### src/rtl/spi_pkg.sv
// -----------------------------------------------------------------------------
// spi_pkg
// Shared definitions for the SPI master: the FSM state type, divider, word and
// back-porch sizes, slave index constants, and the slave-select decoder.
// -----------------------------------------------------------------------------
package spi_pkg;

    typedef enum logic [1:0] {
        IDLE       = 2'd0,
        XFER       = 2'd1,
        BACK_PORCH = 2'd2
    } state_t;

    localparam int DIV_W    = 5;                  // SCLK divider width (period 32 clk)
    localparam int WORD_LEN = 16;                 // bits per transaction
    localparam int BP_LEN   = 16;                 // back-porch length in clk
    localparam int CNT_W    = $clog2(WORD_LEN);   // bit counter width
    localparam int NUM_SS   = 5;                  // number of slave-select lines

    localparam logic [2:0] AFE_CH1 = 3'd0;
    localparam logic [2:0] AFE_CH2 = 3'd1;
    localparam logic [2:0] AFE_CH3 = 3'd2;
    localparam logic [2:0] TRIG    = 3'd3;
    localparam logic [2:0] EEPROM  = 3'd4;

    // Active-low one-hot select; indices with no attached slave select nothing.
    function automatic logic [NUM_SS-1:0] ss_decode(input logic [2:0] idx);
        logic [NUM_SS-1:0] one_hot;
        one_hot = {{(NUM_SS-1){1'b0}}, 1'b1} << idx;
        return (idx <= EEPROM) ? ~one_hot : {NUM_SS{1'b1}};
    endfunction

endpackage

### src/rtl/spi_sclk_gen.sv
// -----------------------------------------------------------------------------
// spi_sclk_gen
// Free-running divider for the SPI master. SCLK is the divider MSB while a word
// is shifting; the sample strobe fires the cycle before SCLK rises and the shift
// strobe fires on the cycle SCLK falls. The same divider times the back porch.
//
// Ports
//   clk, rst_n  : clock, asynchronous active-low reset
//   clr         : clear the divider (transaction start)
//   run         : advance the divider (any non-idle state)
//   xfer        : word is shifting; gates SCLK and the strobes
//   sclk        : serial clock, idles low
//   smpl        : sample MISO this cycle
//   shft        : shift the word this cycle
//   porch_done  : divider has reached the end of the back porch
// -----------------------------------------------------------------------------
module spi_sclk_gen
    import spi_pkg::*;
(
    input  logic clk,
    input  logic rst_n,
    input  logic clr,
    input  logic run,
    input  logic xfer,
    output logic sclk,
    output logic smpl,
    output logic shft,
    output logic porch_done
);

    localparam logic [DIV_W-1:0] SMPL_PT   = DIV_W'((2 ** (DIV_W - 1)) - 1);
    localparam logic [DIV_W-1:0] SHFT_PT   = '1;
    localparam logic [DIV_W-1:0] PORCH_END = DIV_W'(BP_LEN);

    logic [DIV_W-1:0] div;

    // NOTE: clocked state uses non-blocking assignments so every flop sees the
    // pre-edge values of the others, independent of statement order.
    always_ff @(posedge clk or negedge rst_n) begin
        if (!rst_n) begin
            div <= '0;
        end else if (clr) begin
            div <= '0;
        end else if (run) begin
            div <= div + 1'b1;
        end
    end

    assign sclk       = xfer & div[DIV_W-1];
    assign smpl       = xfer && (div == SMPL_PT);
    assign shft       = xfer && (div == SHFT_PT);
    // The divider wraps to zero on the final shift, so it counts the porch
    // from the first cycle after SCLK's last falling edge.
    assign porch_done = (div == PORCH_END);

endmodule

### src/rtl/spi_mstr.sv
// -----------------------------------------------------------------------------
// spi_mstr
// Mode-0 SPI master: shifts a 16-bit word out MSB first on MOSI while shifting
// the slave's reply in from MISO, with front and back porches around the word.
//
// Ports
//   clk, rst_n  : clock, asynchronous active-low reset
//   wrt_SPI     : one-cycle start strobe (ignored while busy)
//   ss          : slave index, valid only with wrt_SPI
//   SPI_data    : word to send, valid only with wrt_SPI
//   SPI_done    : high once a transaction has finished and the block is idle
//   EEP_data    : low byte of the last received word
//   SCLK, MOSI  : serial clock and data out
//   MISO        : serial data in
//   SS_n        : active-low one-hot slave selects
// -----------------------------------------------------------------------------
module spi_mstr
    import spi_pkg::*;
(
    input  logic                clk,
    input  logic                rst_n,
    input  logic                wrt_SPI,
    input  logic [2:0]          ss,
    input  logic [WORD_LEN-1:0] SPI_data,
    output logic                SPI_done,
    output logic [7:0]          EEP_data,
    output logic                SCLK,
    output logic                MOSI,
    input  logic                MISO,
    output logic [NUM_SS-1:0]   SS_n
);

    state_t              state, nxt_state;
    logic                ld, set_done;
    logic                busy, xfer;
    logic                smpl, shft, porch_done;
    logic [WORD_LEN-1:0] shift_reg;
    logic [2:0]          ss_reg;
    logic [CNT_W-1:0]    bit_cnt;
    logic                miso_ff;
    logic                done;

    assign busy = (state != IDLE);
    assign xfer = (state == XFER);

    spi_sclk_gen u_sclk_gen (
        .clk        (clk),
        .rst_n      (rst_n),
        .clr        (ld),
        .run        (busy),
        .xfer       (xfer),
        .sclk       (SCLK),
        .smpl       (smpl),
        .shft       (shft),
        .porch_done (porch_done)
    );

    always_ff @(posedge clk or negedge rst_n) begin
        if (!rst_n) begin
            state <= IDLE;
        end else begin
            state <= nxt_state;
        end
    end

    always_comb begin
        // NOTE: every output of this block gets a default first, so no path
        // through the case leaves one unassigned and infers a latch.
        nxt_state = state;
        ld        = 1'b0;
        set_done  = 1'b0;
        unique case (state)
            IDLE: begin
                if (wrt_SPI) begin
                    ld        = 1'b1;
                    nxt_state = XFER;
                end
            end
            XFER: begin
                if (shft && (bit_cnt == CNT_W'(WORD_LEN - 1))) begin
                    nxt_state = BACK_PORCH;
                end
            end
            BACK_PORCH: begin
                if (porch_done) begin
                    set_done  = 1'b1;
                    nxt_state = IDLE;
                end
            end
            default: nxt_state = IDLE;
        endcase
    end

    always_ff @(posedge clk or negedge rst_n) begin
        if (!rst_n) begin
            shift_reg <= '0;
            ss_reg    <= '0;
            bit_cnt   <= '0;
            miso_ff   <= 1'b0;
            done      <= 1'b0;
        end else begin
            if (ld) begin
                shift_reg <= SPI_data;
                ss_reg    <= ss;
                bit_cnt   <= '0;
                done      <= 1'b0;
            end else begin
                if (shft) begin
                    shift_reg <= {shift_reg[WORD_LEN-2:0], miso_ff};
                    bit_cnt   <= bit_cnt + 1'b1;
                end
                if (set_done) begin
                    done <= 1'b1;
                end
            end
            if (smpl) begin
                miso_ff <= MISO;
            end
        end
    end

    // Selects decode from the captured index; the ss input is only valid in
    // the strobe cycle.
    assign SS_n     = busy ? ss_decode(ss_reg) : {NUM_SS{1'b1}};
    assign MOSI     = xfer & shift_reg[WORD_LEN-1];
    assign EEP_data = shift_reg[7:0];
    assign SPI_done = done;

endmodule
### config.mk
export PLATFORM = sky130hd
export DESIGN_NAME = spi_mstr
export DESIGN_NICKNAME = d
export VERILOG_FILES = /design/src/rtl/spi_pkg.sv /design/src/rtl/spi_sclk_gen.sv /design/src/rtl/spi_mstr.sv
export SDC_FILE = /design/constraint.sdc
export NUM_CORES = 1
export LEC_CHECK = 0
export CAP_MARGIN = 5
export CORE_MARGIN = 2
export CORE_UTILIZATION = 49
export DETAILED_ROUTE_END_ITERATION = 10
export PLACE_DENSITY = 0.79
export SETUP_SLACK_MARGIN = 0.2
export SLEW_MARGIN = 40
export SYNTH_ARGS = -nofsm -noshare
export SYNTH_HDL_FRONTEND = slang
export SYNTH_SLANG_ARGS = --single-unit
### constraint.sdc
create_clock -name clk -period 2.7 [get_ports clk]
set_input_delay 0.27 -clock clk [delete_from_list [all_inputs] [get_ports clk]]
set_output_delay 0.27 -clock clk [all_outputs]
set_load 0.005 [all_outputs]
* Word level (Yosys, flattened, before mapping)
Index checks and enable logic that the tools add are counted.
Cells by class: $add $sub $neg 2, magnitude comparators 1, eq/ne operators 9, shift operators 1, multiplexer cells 18, bitwise logic cells 3, reductions and logical operators 9
Operator list (count):
- two-way mux 16 bit | 2
- two-way mux 5 bit | 4
- equality test 5 bit, second input constant | 2
- two-way mux 4 bit | 2
- nonzero test 2 bit | 4
- two-way mux 1 bit | 6
- two-way mux 2 bit | 3
- != test 2 bit, second input constant | 3
- one-hot mux 2 bit (3 select lines) | 1
- adder 5 x 1 -> 5 bit, second input constant | 1
- equality test 5 x 4 -> 1 bit, second input constant | 1
- NOT 5 bit | 1
- << shifter 1 x 3 -> 5 bit, first input constant | 1
- adder 4 x 1 -> 4 bit, second input constant | 1
- equality test 4 bit, second input constant | 1
- less-or-equal comparator 3 bit, second input constant | 1
- logical AND 1 bit | 3
- AND reduction 3 bit | 1
- bitwise AND 1 bit | 2
- equality test 2 x 1 -> 1 bit, second input constant | 1
- equality test 2 bit, second input constant | 1
- logical NOT 2 bit | 1
Word-level totals: flip-flop bits (word level) 32, input port bits 23, logic and storage cells 50

* Longest topological paths before layout
word-level depth 5, depth in mapped cells 8

* Modules after synthesis
From an unflattened synthesis, not the netlist that was laid out.
Second synthesis, totals: cells, all modules 156, area total of the unflattened synthesis 1650.3 um2
By module, submodules not included:
- spi_mstr | times used 1, cells an instance 125, area an instance 1311.3 um2, sequential area each 675.6 um2
- spi_sclk_gen | times used 1, cells an instance 31, area an instance 339.1 um2, sequential area each 125.1 um2

* Least setup slack after synthesis
No wires, ideal clock.
path kind reg2reg, start point register u_sclk_gen.div[0], end point register shift_reg[15], library setup time 0.125 ns, arrival 1.845 ns, required time 2.575 ns, path slack 0.730 ns, cell stages (with the launch flop) 8, period minus slack after synthesis 1.970 ns, path through dfrtp_1 ha_1 and3_1 ha_1 and3b_1 buf_6 mux2_4 mux2_2
Between the ends: cells in the longest elaborated chain, start to end 3
Ends and longest elaborated chain:
- from (decl) | RTL line spi_sclk_gen.sv:35 | logic [DIV_W-1:0] div;
- from (signal assigned) | RTL line spi_sclk_gen.sv:45 | div <= div + 1'b1;
- equality test 5 bit | RTL line spi_sclk_gen.sv:51 | assign shft = xfer && (div == SHFT_PT);
- logical AND 1 bit | RTL line spi_sclk_gen.sv:51
- nonzero test 2 bit (no line)
- to (signal assigned) | RTL line spi_mstr.sv:103 | shift_reg <= SPI_data;
- to (signal assigned) | RTL line spi_mstr.sv:109 | shift_reg <= {shift_reg[WORD_LEN-2:0], miso_ff};
- to (decl) | RTL line spi_mstr.sv:37 | logic [WORD_LEN-1:0] shift_reg;
Every way passes these cells. A chain may end at the register's enable or synchronous reset.

* Final worst setup path
start point register state[1], end point output SS_n[1]
Between the ends: cells in the longest elaborated chain, start to end 2
Ends and longest elaborated chain:
- from (decl) | RTL line spi_mstr.sv:33 | state_t state, nxt_state;
- from (signal assigned) | RTL line spi_mstr.sv:62 | state <= nxt_state;
- nonzero test 2 bit | RTL line spi_mstr.sv:43 | assign busy = (state != IDLE);
- two-way mux 5 bit | RTL line spi_mstr.sv:124 | assign SS_n = busy ? ss_decode(ss_reg) : {NUM_SS{1'b1}};
- to (decl) | RTL line spi_mstr.sv:30 | output logic [NUM_SS-1:0] SS_n
Every way passes these cells.

==> results.sh <==
export IMPL_status="finished clean"
export IMPL_irDropWorstVdd_v=0.0005195
export IMPL_gp_congestion=0.7919
export IMPL_period_needed_ns=2.162
export IMPL_final_nets=206
export IMPL_gr_total_overflow=0
export IMPL_layout_setup_ws_ns=0.5383
export IMPL_critPathKind="register to output pin"
export IMPL_setup_viol=0
export IMPL_synthTopCellsByArea="dfrtp_1 (49%), a22o_1 (8.6%), a21o_1 (6.9%), buf_4 (4.6%), ha_1 (3.9%)"
export IMPL_crit_required_ns=2.43
export IMPL_dp_slack_ns=0.7027
export IMPL_worstMarginPinSlew_ns=0.3945
export IMPL_layout_common_cells="clkdlybuf4s50_1 (38), dfrtp_1 (32), a22o_1 (16)"
export IMPL_core_um2=3103
export IMPL_start_util_pct=52.26
export IMPL_ys_warn_count=0
export IMPL_syn_avg_cell_area_um2=11.34
export IMPL_synth_seq_cells=32
export IMPL_die_area_um2=3785
export IMPL_cts_sinks=32
export IMPL_ff2ff_setup_slack_ns=0.67
export IMPL_cp_end_kind="output pin"
export IMPL_slew_violations=0
export IMPL_register_area_um2=800.8
export IMPL_power_mw=1.941
export IMPL_cp_start_kind="register"
export IMPL_dp_cells=215
export IMPL_r2r_cells=7
export IMPL_h_tree_depth=2
export IMPL_yosys_area_top_type="dfrtp_1"
export IMPL_grt_pass1_vias=1207
export IMPL_clockBufferDepth=2
export IMPL_syn_inst=143
export IMPL_grt_max_degree=33
export IMPL_fin_skew_ns=0.004305
export IMPL_fillers=283
export IMPL_fin_tns_setup_ns=0
export IMPL_netlist_area_um2=1622
export IMPL_hold_viol=0
export IMPL_die_height_um=61.53
export IMPL_cp_max_fo=11
export IMPL_hold_worst_slack_ns=0.3233
export IMPL_maxCapViolCount=0
export IMPL_rsz0062_at_grt="false"
export IMPL_drt_pass1_iter_count=4
export IMPL_drtAntennaViolNets=0
export IMPL_multi_input_area_um2=686.9
export IMPL_synth_main_ff_cell="dfrtp_1"
export IMPL_routed_via_count=1200
export IMPL_port_buffers=38
export IMPL_postCtsSetupBuffers=0
export IMPL_antenna_found_initial=0
export IMPL_cts_resized=0
export IMPL_hold_path_class="input port to async pin"
export IMPL_largest_reg_flops=16
export IMPL_grt_use_total_pct=19.50
export IMPL_io_pins=39
export IMPL_dr_first_iter_drc_count=42
export IMPL_layoutNonFillerInstCount=223
export IMPL_hpwl_um=2311
export IMPL_ys_async_sr_fraction_pct=100.0
export IMPL_path_clk_slew_ns=0.10
export IMPL_max_freq_mhz=462.6
export IMPL_slew_headroom_pct=73.70
export IMPL_wl_per_cell_um=13.97
export IMPL_num_antenna_cells=0
export IMPL_ys_types=34
export IMPL_arrival_ns=1.89
export IMPL_r2r_end="shift_reg[6]$_DFFE_PN0P_"
export IMPL_dieWidth_um=61.53
export IMPL_cts_hold_fix_buffers=0
export IMPL_synth_seq_area_share_pct=49.38
export IMPL_syn_num_nets=171
export IMPL_cts_buffers=5
export IMPL_synth_edf_count=0
export IMPL_vias_per_cell=5.381
export IMPL_wirelength_um=3115
export IMPL_r2r_start="u_sclk_gen.div[0]$_DFFE_PN0P_"
export IMPL_clk_latency_ns=0.33
export IMPL_mostFrequentLayoutCell="clkdlybuf4s50_1"
export IMPL_p_leak_nw=1.004
export IMPL_tritoncts="built"
export IMPL_clock_root_buffer="clkbuf_4"
export IMPL_power_density_nw_per_um2=952.7
export IMPL_rows=20
export IMPL_drive_gt1_share_pct=11.17
export IMPL_area_growth_pct=25.62
export IMPL_drc_errors=0
export IMPL_fin_crit_sh_pct=80.06
export IMPL_yosys_area_top_type_share_pct=49.38
export IMPL_grt_pass1_wl_um=5361
## synthesized netlist by cell type (2+ instances only)
library cell,instances
mux2_2,3
nor2_1,7
nand3b_1,2
a21o_1,15
mux2_1,3
buf_6,3
nand3_1,6
o21ai_1,2
inv_1,4
buf_2,2
buf_4,10
nand2b_1,3
nand2_1,6
xor2_1,2
nand4_1,2
ha_1,5
or3_1,2
dfrtp_1,32
o21ai_0,4
a22o_1,16
## worst max-delay path by stage
| stage | startpoint | end | slack, ns | cells past startpoint |
|---|---|---|---|---|
| 3_3_place_gp | u_sclk_gen.div[0]$_DFFE_PN0P_ | shift_reg[9]$_DFFE_PN0P_ | 0.77 | 7 |
| 3_5_place_dp | u_sclk_gen.div[0]$_DFFE_PN0P_ | shift_reg[6]$_DFFE_PN0P_ | 0.70 | 7 |
| 5_1_grt | state[1]$_DFFE_PN0P_ | SS_n[1] | 0.40 | 4 |
| 6_report | state[1]$_DFFE_PN0P_ | SS_n[1] | 0.54 | 4 |
| 2_1_floorplan | u_sclk_gen.div[0]$_DFFE_PN0P_ | shift_reg[15]$_DFFE_PN0P_ | 0.73 | 7 |
| 4_1_cts | state[1]$_DFFE_PN0P_ | SS_n[1] | 0.54 | 4 |
## layout make-up
class / instances / share of cell area [%]
sequential: 32 / 39.31
timing repair buffer: 43 / 20.52
clock inverter: 2 / 0.4914
clock buffer: 6 / 2.518
multi-input combinational: 92 / 33.72
tap: 44 / 2.703
inverter: 4 / 0.7371
## kinds of logic after synthesis
family	share of synthesized area, %
buffers and inverters	8.256
adder cells (fa/ha/maj)	3.858
multiplexers	5.709
AO/OA/AOI/OAI	18.75
XOR/XNOR	1.080
flip-flops	49.38
AND/OR/NAND/NOR	12.96
## report_power, final
group / total, mW / internal [mW] / switching (mW)
clock network: 0.283 / 0.124 / 0.159
registers: 0.872 / 0.689 / 0.183
logic: 0.786 / 0.478 / 0.308
total: 1.94 / 1.29 / 0.650
## critical path: stages (launching register included)
cell             delay [ns]
dfrtp_1                0.57
nor2_1                 0.14
nor2_1                 0.27
nand3b_1               0.12
clkdlybuf4s50_1        0.46
## layer usage
layer  global-route usage, %  vias to the layer above  routed length (um)  part of all wire (%)
met1                   25.80                      575                1402                    45
met3                   4.202                        7                 171                   5.5
li1                        -                      578                   -                     -
met5                       0                        -                   0                     0
met2                   29.77                       40                1470                    47
met4                   10.64                        0                  70                   2.2
## per-stage QoR
| stage | instance area, um^2 | util, % |
|---|---|---|
| floorplan | 1622 | - |
| global placement | 1976 | 63.67 |
| detailed placement | 1976 | 63.67 |
| CTS | 2037 | 65.65 |
| global route | 2037 | 65.65 |
| finish | 2037 | 65.65 |
Note: power is estimated with default switching activity, not from simulation.
